### config.mk
export PLATFORM = sky130hd
export DESIGN_NAME = move_cmd_queue
export DESIGN_NICKNAME = d
export VERILOG_FILES = /design/src/rtl/move_cmd_queue_pkg.sv /design/src/rtl/move_cmd_queue_fifo.sv /design/src/rtl/move_cmd_queue.sv
export SDC_FILE = /design/constraint.sdc
export NUM_CORES = 1
export LEC_CHECK = 0
export CAP_MARGIN = 10
export CORE_MARGIN = 2
export CORE_UTILIZATION = 46
export DETAILED_ROUTE_END_ITERATION = 12
export PLACE_DENSITY = 0.73
export SLEW_MARGIN = 40
export SYNTH_ARGS = -nofsm -noshare
export SYNTH_HDL_FRONTEND = slang
export SYNTH_HIERARCHICAL = 1
export SYNTH_SLANG_ARGS = --single-unit
### constraint.sdc
create_clock -name clk -period 2.5 [get_ports clk]
set_clock_uncertainty 0.1 [all_clocks]
set_input_delay 0.75 -clock clk [delete_from_list [all_inputs] [get_ports clk]]
set_output_delay 0.75 -clock clk [all_outputs]
set_load 0.02 [all_outputs]
### src/rtl/move_cmd_queue_pkg.sv
// ============================================================================
// Module : move_cmd_queue_pkg
// Brief  : Move codes and queue-controller state encoding shared with the board engine
// Rev    : 1.0 - initial release
// ============================================================================
`default_nettype none

package move_cmd_queue_pkg;

  localparam logic [1:0] DIR_UP    = 2'd0;
  localparam logic [1:0] DIR_DOWN  = 2'd1;
  localparam logic [1:0] DIR_LEFT  = 2'd2;
  localparam logic [1:0] DIR_RIGHT = 2'd3;

  typedef enum logic [1:0] {
    ST_IDLE      = 2'd0,
    ST_OFFER     = 2'd1,
    ST_WAIT_DONE = 2'd2
  } state_t;

endpackage

`default_nettype wire

### src/rtl/move_cmd_queue_fifo.sv
// ============================================================================
// Module : move_cmd_queue_fifo
// Brief  : Synchronous FIFO for move codes. Push and pop may both happen in
//          one cycle while the FIFO is full.
// Rev    : 1.0 - initial release
// ============================================================================
`default_nettype none

module move_cmd_queue_fifo #(
  parameter int DEPTH = 4,
  parameter int WIDTH = 2
) (
  input  logic                     clk,
  input  logic                     rst,
  input  logic                     push,
  input  logic                     pop,
  input  logic [WIDTH-1:0]         din,
  output logic [WIDTH-1:0]         head,
  output logic [$clog2(DEPTH):0]   count,
  output logic                     full,
  output logic                     empty
);

  localparam int AW = $clog2(DEPTH);
  localparam logic [AW:0] c_FULL = (AW+1)'(DEPTH);

  logic [WIDTH-1:0] r_mem [DEPTH];
  logic [AW-1:0]    r_wr_ptr;
  logic [AW-1:0]    r_rd_ptr;
  logic [AW:0]      r_count;
  logic             w_do_push;
  logic             w_do_pop;

  assign empty     = (r_count == '0);
  assign full      = (r_count == c_FULL);
  assign w_do_pop  = pop && !empty;
  // A full FIFO still takes a push when the head leaves in the same cycle.
  assign w_do_push = push && (!full || w_do_pop);
  assign head      = r_mem[r_rd_ptr];
  assign count     = r_count;

  always_ff @(posedge clk) begin
    if (rst) begin
      r_wr_ptr <= '0;
      r_rd_ptr <= '0;
      r_count  <= '0;
    end else begin
      if (w_do_push) r_wr_ptr <= r_wr_ptr + AW'(1);
      if (w_do_pop)  r_rd_ptr <= r_rd_ptr + AW'(1);
      case ({w_do_push, w_do_pop})
        2'b10:   r_count <= r_count + (AW+1)'(1);
        2'b01:   r_count <= r_count - (AW+1)'(1);
        default: r_count <= r_count;
      endcase
    end
  end

  always_ff @(posedge clk) begin
    if (w_do_push) r_mem[r_wr_ptr] <= din;
  end

endmodule

`default_nettype wire

### src/rtl/move_cmd_queue.sv
// ============================================================================
// Module : move_cmd_queue
// Brief  : Priority-encodes debounced button presses into move codes, queues
//          them, and hands them one at a time to the board engine.
//          Optional drop counter built when MOVE_QUEUE_STATS_EN is defined.
// Rev    : 1.0 - initial release
// ============================================================================
`default_nettype none

module move_cmd_queue
  import move_cmd_queue_pkg::*;
#(
  parameter int DEPTH  = 4
`ifdef MOVE_QUEUE_STATS_EN
  ,
  parameter int DROP_W = 8
`endif
) (
  input  logic                   clk,
  input  logic                   rst,
  input  logic                   press_up,
  input  logic                   press_down,
  input  logic                   press_left,
  input  logic                   press_right,
  output logic                   move_valid,
  output logic [1:0]             move_dir,
  input  logic                   move_ready,
  input  logic                   board_done,
  output logic [$clog2(DEPTH):0] queue_count
`ifdef MOVE_QUEUE_STATS_EN
  ,
  output logic [DROP_W-1:0]      drop_count
`endif
);

  state_t     r_state;
  state_t     w_state_nxt;
  logic       w_any;
  logic       w_multi;
  logic [1:0] w_dir;
  logic       w_pop;
  logic       w_full;
  logic       w_empty;
  logic [1:0] w_head;

  assign w_any   = press_up | press_down | press_left | press_right;
  assign w_multi = (press_up   & (press_down | press_left | press_right)) |
                   (press_down & (press_left | press_right)) |
                   (press_left & press_right);

  always_comb begin
    w_dir = DIR_RIGHT;
    if (press_up)        w_dir = DIR_UP;
    else if (press_down) w_dir = DIR_DOWN;
    else if (press_left) w_dir = DIR_LEFT;
  end

  move_cmd_queue_fifo #(
    .DEPTH (DEPTH),
    .WIDTH (2)
  ) u_fifo (
    .clk   (clk),
    .rst   (rst),
    .push  (w_any),
    .pop   (w_pop),
    .din   (w_dir),
    .head  (w_head),
    .count (queue_count),
    .full  (w_full),
    .empty (w_empty)
  );

  always_ff @(posedge clk) begin
    if (rst) r_state <= ST_IDLE;
    else     r_state <= w_state_nxt;
  end

  always_comb begin
    w_state_nxt = r_state;
    w_pop       = 1'b0;
    case (r_state)
      ST_IDLE:      if (!w_empty) w_state_nxt = ST_OFFER;
      ST_OFFER: begin
        if (move_ready) begin
          w_pop       = 1'b1;
          w_state_nxt = ST_WAIT_DONE;
        end
      end
      ST_WAIT_DONE: if (board_done) w_state_nxt = ST_IDLE;
      default:      w_state_nxt = ST_IDLE;
    endcase
  end

  assign move_valid = (r_state == ST_OFFER);
  // Head is forced to zero outside OFFER so the bus never shows stale slots.
  assign move_dir   = move_valid ? w_head : DIR_UP;

`ifdef MOVE_QUEUE_STATS_EN
  logic              w_drop;
  logic [DROP_W-1:0] r_drop;

  assign w_drop     = w_multi | (w_any & w_full & ~w_pop);
  assign drop_count = r_drop;

  always_ff @(posedge clk) begin
    if (rst)                         r_drop <= '0;
    else if (w_drop && r_drop != '1) r_drop <= r_drop + DROP_W'(1);
  end
`else
  logic w_unused;
  assign w_unused = w_multi;
`endif

endmodule

`default_nettype wire

==> flow_summary_export.csv <==
group,metric,value,unit
outcome,outcome,"completed",
route,routedWlPerCell,11.41,µm
power_and_ir_drop,ir_drop,0.5850,mV
min_path,worstHoldPathType,"reg2reg",
clock_network,cts.clk_slew.worst_paths,0.10,ns
global_route,grt_antenna_before_repair,0,
global_route,grt.overflow.total,0,
power_and_ir_drop,p_per_area,813.3,mW/mm²
clock_network,clock_sinks,19,
floorplan,fp-row-count,15,
global_route,grt.total_usage,0.1362,
layout,diodes,0,
floorplan,start_util,0.5046,
setup_path,arrival,2.60,ns
clock_network,cts_hold_buf,0,
timing,drv_slew,0,
yosys,ys_warn_count,6,
timing,post-route-period-util,0.9877,
power_and_ir_drop,p_leak,0.5091,nW
layout,final_area,0.001199,mm²
route,wl,1460,µm
setup_path,slowest_delay,0.38,ns
setup_path,cp-start-kind,"input port",
route,drt_iter0_markers,3,
timing,setup_viol,0,
floorplan,dieArea,0.002326,mm²
setup_path,cpMaxStageDelayCell,"or3_4",
layout,final_common_cell,"dfxtp_1",
clock_network,clk_latency,0.29,ns
setup_path,critPathRequiredTime,2.63,ns
yosys,syn_nets,94,
placed_design,dpl_cell_area,0.001125,mm²
route,vias,605,
global_route,grt_pass1_wl,2125,µm
floorplan,coreArea,0.001783,mm²
global_route,grt_start_max_net_pins,11,
timing,fin_ws,0.03073,ns
yosys,yosysSeqAreaShare,0.5118,
yosys,synth.distinct_cells,26,
route,viasPerCell,4.727,
yosys,synth-seq-cells,19,
timing,relSlewSlack,0.7826,
setup_path,crit_family,"simple AND/OR/NAND/NOR gates",
yosys,syn_area,899.6,µm²
placed_design,pre_cts_slack,-0.5391,ns
setup_path,cpMostUsedCell,"inv_2",
layout,areaGrowthSynthToFinish,33.24,%
route,postRouteAntennaNets,0,
yosys,syn_area_per_cell,11.25,µm²
global_route,grt_pass1_vias,537,
timing,finalHoldViolCount,0,
layout,drive_above_1_share,0.3010,
clock_network,cts_max_path_buffers,2,
setup_path,critPathBufInv,3,
timing,tns,0,ns
job,drv_cap,0,
route,drc_errors,0,
floorplan,dieWidth,48.23,µm
timing,worst_pin_slew,0.3179,ns
timing,fin_hold_ws,0.4021,ns
placed_design,hpwl,1127,µm
setup_path,path_cells,"clkdlybuf4s15_1, nor2_4, nand2_1, a21boi_4, inv_2, ha_4, inv_2, fa_2, xor2_2, or3_4, a21oi_2",
setup_path,crit_path_max_fanout,2,
clock_network,cts_tree,"built",
timing,fmax,405.0,MHz
floorplan,fp.dieH,48.23,µm
timing,fin_crit,2.469,ns
setup_path,critical_path.endpoint_type,"register",
layout,final_cell_mix,"dfxtp_1 (10), nor2_1 (8), edfxtp_1 (8)",
timing,grt_setup_unrepaired,"true",
clock_network,cts_made_buffers,3,
setup_path,crit_type,"in2reg",
route,dr.pass1.iters,2,
placed_design,gp_congestion,0.7176,
yosys,synth_cells,80,
clock_network,cts-htree-levels,1,
placed_design,portBuffers,13,
layout,final_nets,118,
floorplan,io_pins,14,
clock_network,root_buffer,"clkbuf_4",
[layer usage]
| layer | global-route usage | up-vias | wire (µm) |
|---|---|---|---|
| li1 | - | 316 | - |
| met5 | 0 | - | 0 |
| met1 | 0.1812 | 280 | 697 |
| met2 | 0.2079 | 7 | 706 |
| met4 | 0.06486 | 0 | 10 |
| met3 | 0.03333 | 2 | 45 |
[cell type report]
cell class                      instances  area (µm²)
Fill cell                             142       584.3
Sequential cell                        19       461.7
Multi-Input combinational cell         51       461.7
Timing Repair Buffer                   20       183.9
Inverter                                9       33.78
Tap cell                               25       31.28
Clock buffer                            4       26.28
[cells by family (layout without fill, tap and decap cells)]
| kind of cell | Yosys count | after routing | share of synthesized area |
|---|---|---|---|
| AND/OR/NAND/NOR | 28 | 28 | 0.1752 |
| flip-flops | 19 | 19 | 0.5118 |
| AO/OA/AOI/OAI | 10 | 10 | 0.07232 |
| buffers and inverters | 10 | 33 | 0.04172 |
| adder cells (fa/ha/maj) | 6 | 6 | 0.09180 |
| multiplexers | 4 | 4 | 0.07788 |
| XOR/XNOR | 3 | 3 | 0.02921 |
[power by group]
part	internal, W	switching, W
combinational	0.000191	0.000181
sequential	0.000394	0.0000607
clock	0.0000620	0.0000859
total	0.000647	0.000328
[stage by stage]
stage | util | total power [W] | instances
final | 0.6723 | 0.0009749 | 128
after global routing | 0.6723 | 0.001041 | 128
after CTS | 0.6505 | 0.0009746 | 127
after detailed placement | 0.6309 | 0.0008210 | 123
after global placement | 0.6309 | 0.0008115 | 123
after floorplan | - | 0.0006811 | 80
[cells in the mapped netlist, drive strengths merged]
cell | count | area, µm²
dfxtp | 11 | 220.2
nor2 | 10 | 37.54
inv | 9 | 33.78
edfxtp | 8 | 240.2
and2 | 6 | 42.54
ha | 5 | 62.56
a21oi | 4 | 20.02
nand2 | 3 | 11.26
xor2 | 3 | 26.28
mux4 | 2 | 45.04
nand2b | 2 | 12.51
nor2b | 2 | 12.51
o21ai | 2 | 10.01
o31ai | 2 | 15.01
or3 | 2 | 13.77
a2111oi | 1 | 8.760
a21boi | 1 | 11.26
clkbuf | 1 | 3.750
fa | 1 | 20.02
mux2 | 1 | 15.01
mux2i | 1 | 10.01
nor3 | 1 | 5.000
nor3b | 1 | 12.51
or4b | 1 | 10.01
[worst register-to-register path, stage by stage, from the launching register on]
cell and delay [ns]:
dfxtp_1 0.43, nor3b_2 0.28, a21boi_4 0.09, inv_2 0.07, ha_4 0.13, inv_2 0.04
fa_2 0.36, xor2_2 0.19, or3_4 0.38, a21oi_2 0.13
[timing repair]
item | 4_1_cts | 5_1_grt
endpoints found under the hold margin | 0 | 0
buffers inserted | 0 | 1
pin swaps | 4 | 9
resized for setup | 10 | 11
setup endpoints to repair | 3 | 4
[worst paths after layout]
path	start	endpoint	slack, ns	cells after the start
setup / recovery	press_up	u_fifo/count[2]$_SDFFE_PP0P_	0.03	11
hold / removal	u_fifo/r_rd_ptr[1]$_SDFFE_PP0P_	register	0.40	2
setup reg to reg	u_fifo/count[2]$_SDFFE_PP0P_	u_fifo/count[2]$_SDFFE_PP0P_	0.24	9
hold reg to reg	u_fifo/r_rd_ptr[1]$_SDFFE_PP0P_	register	0.40	2
No activity file was read; power rests on OpenSTA's default activity.
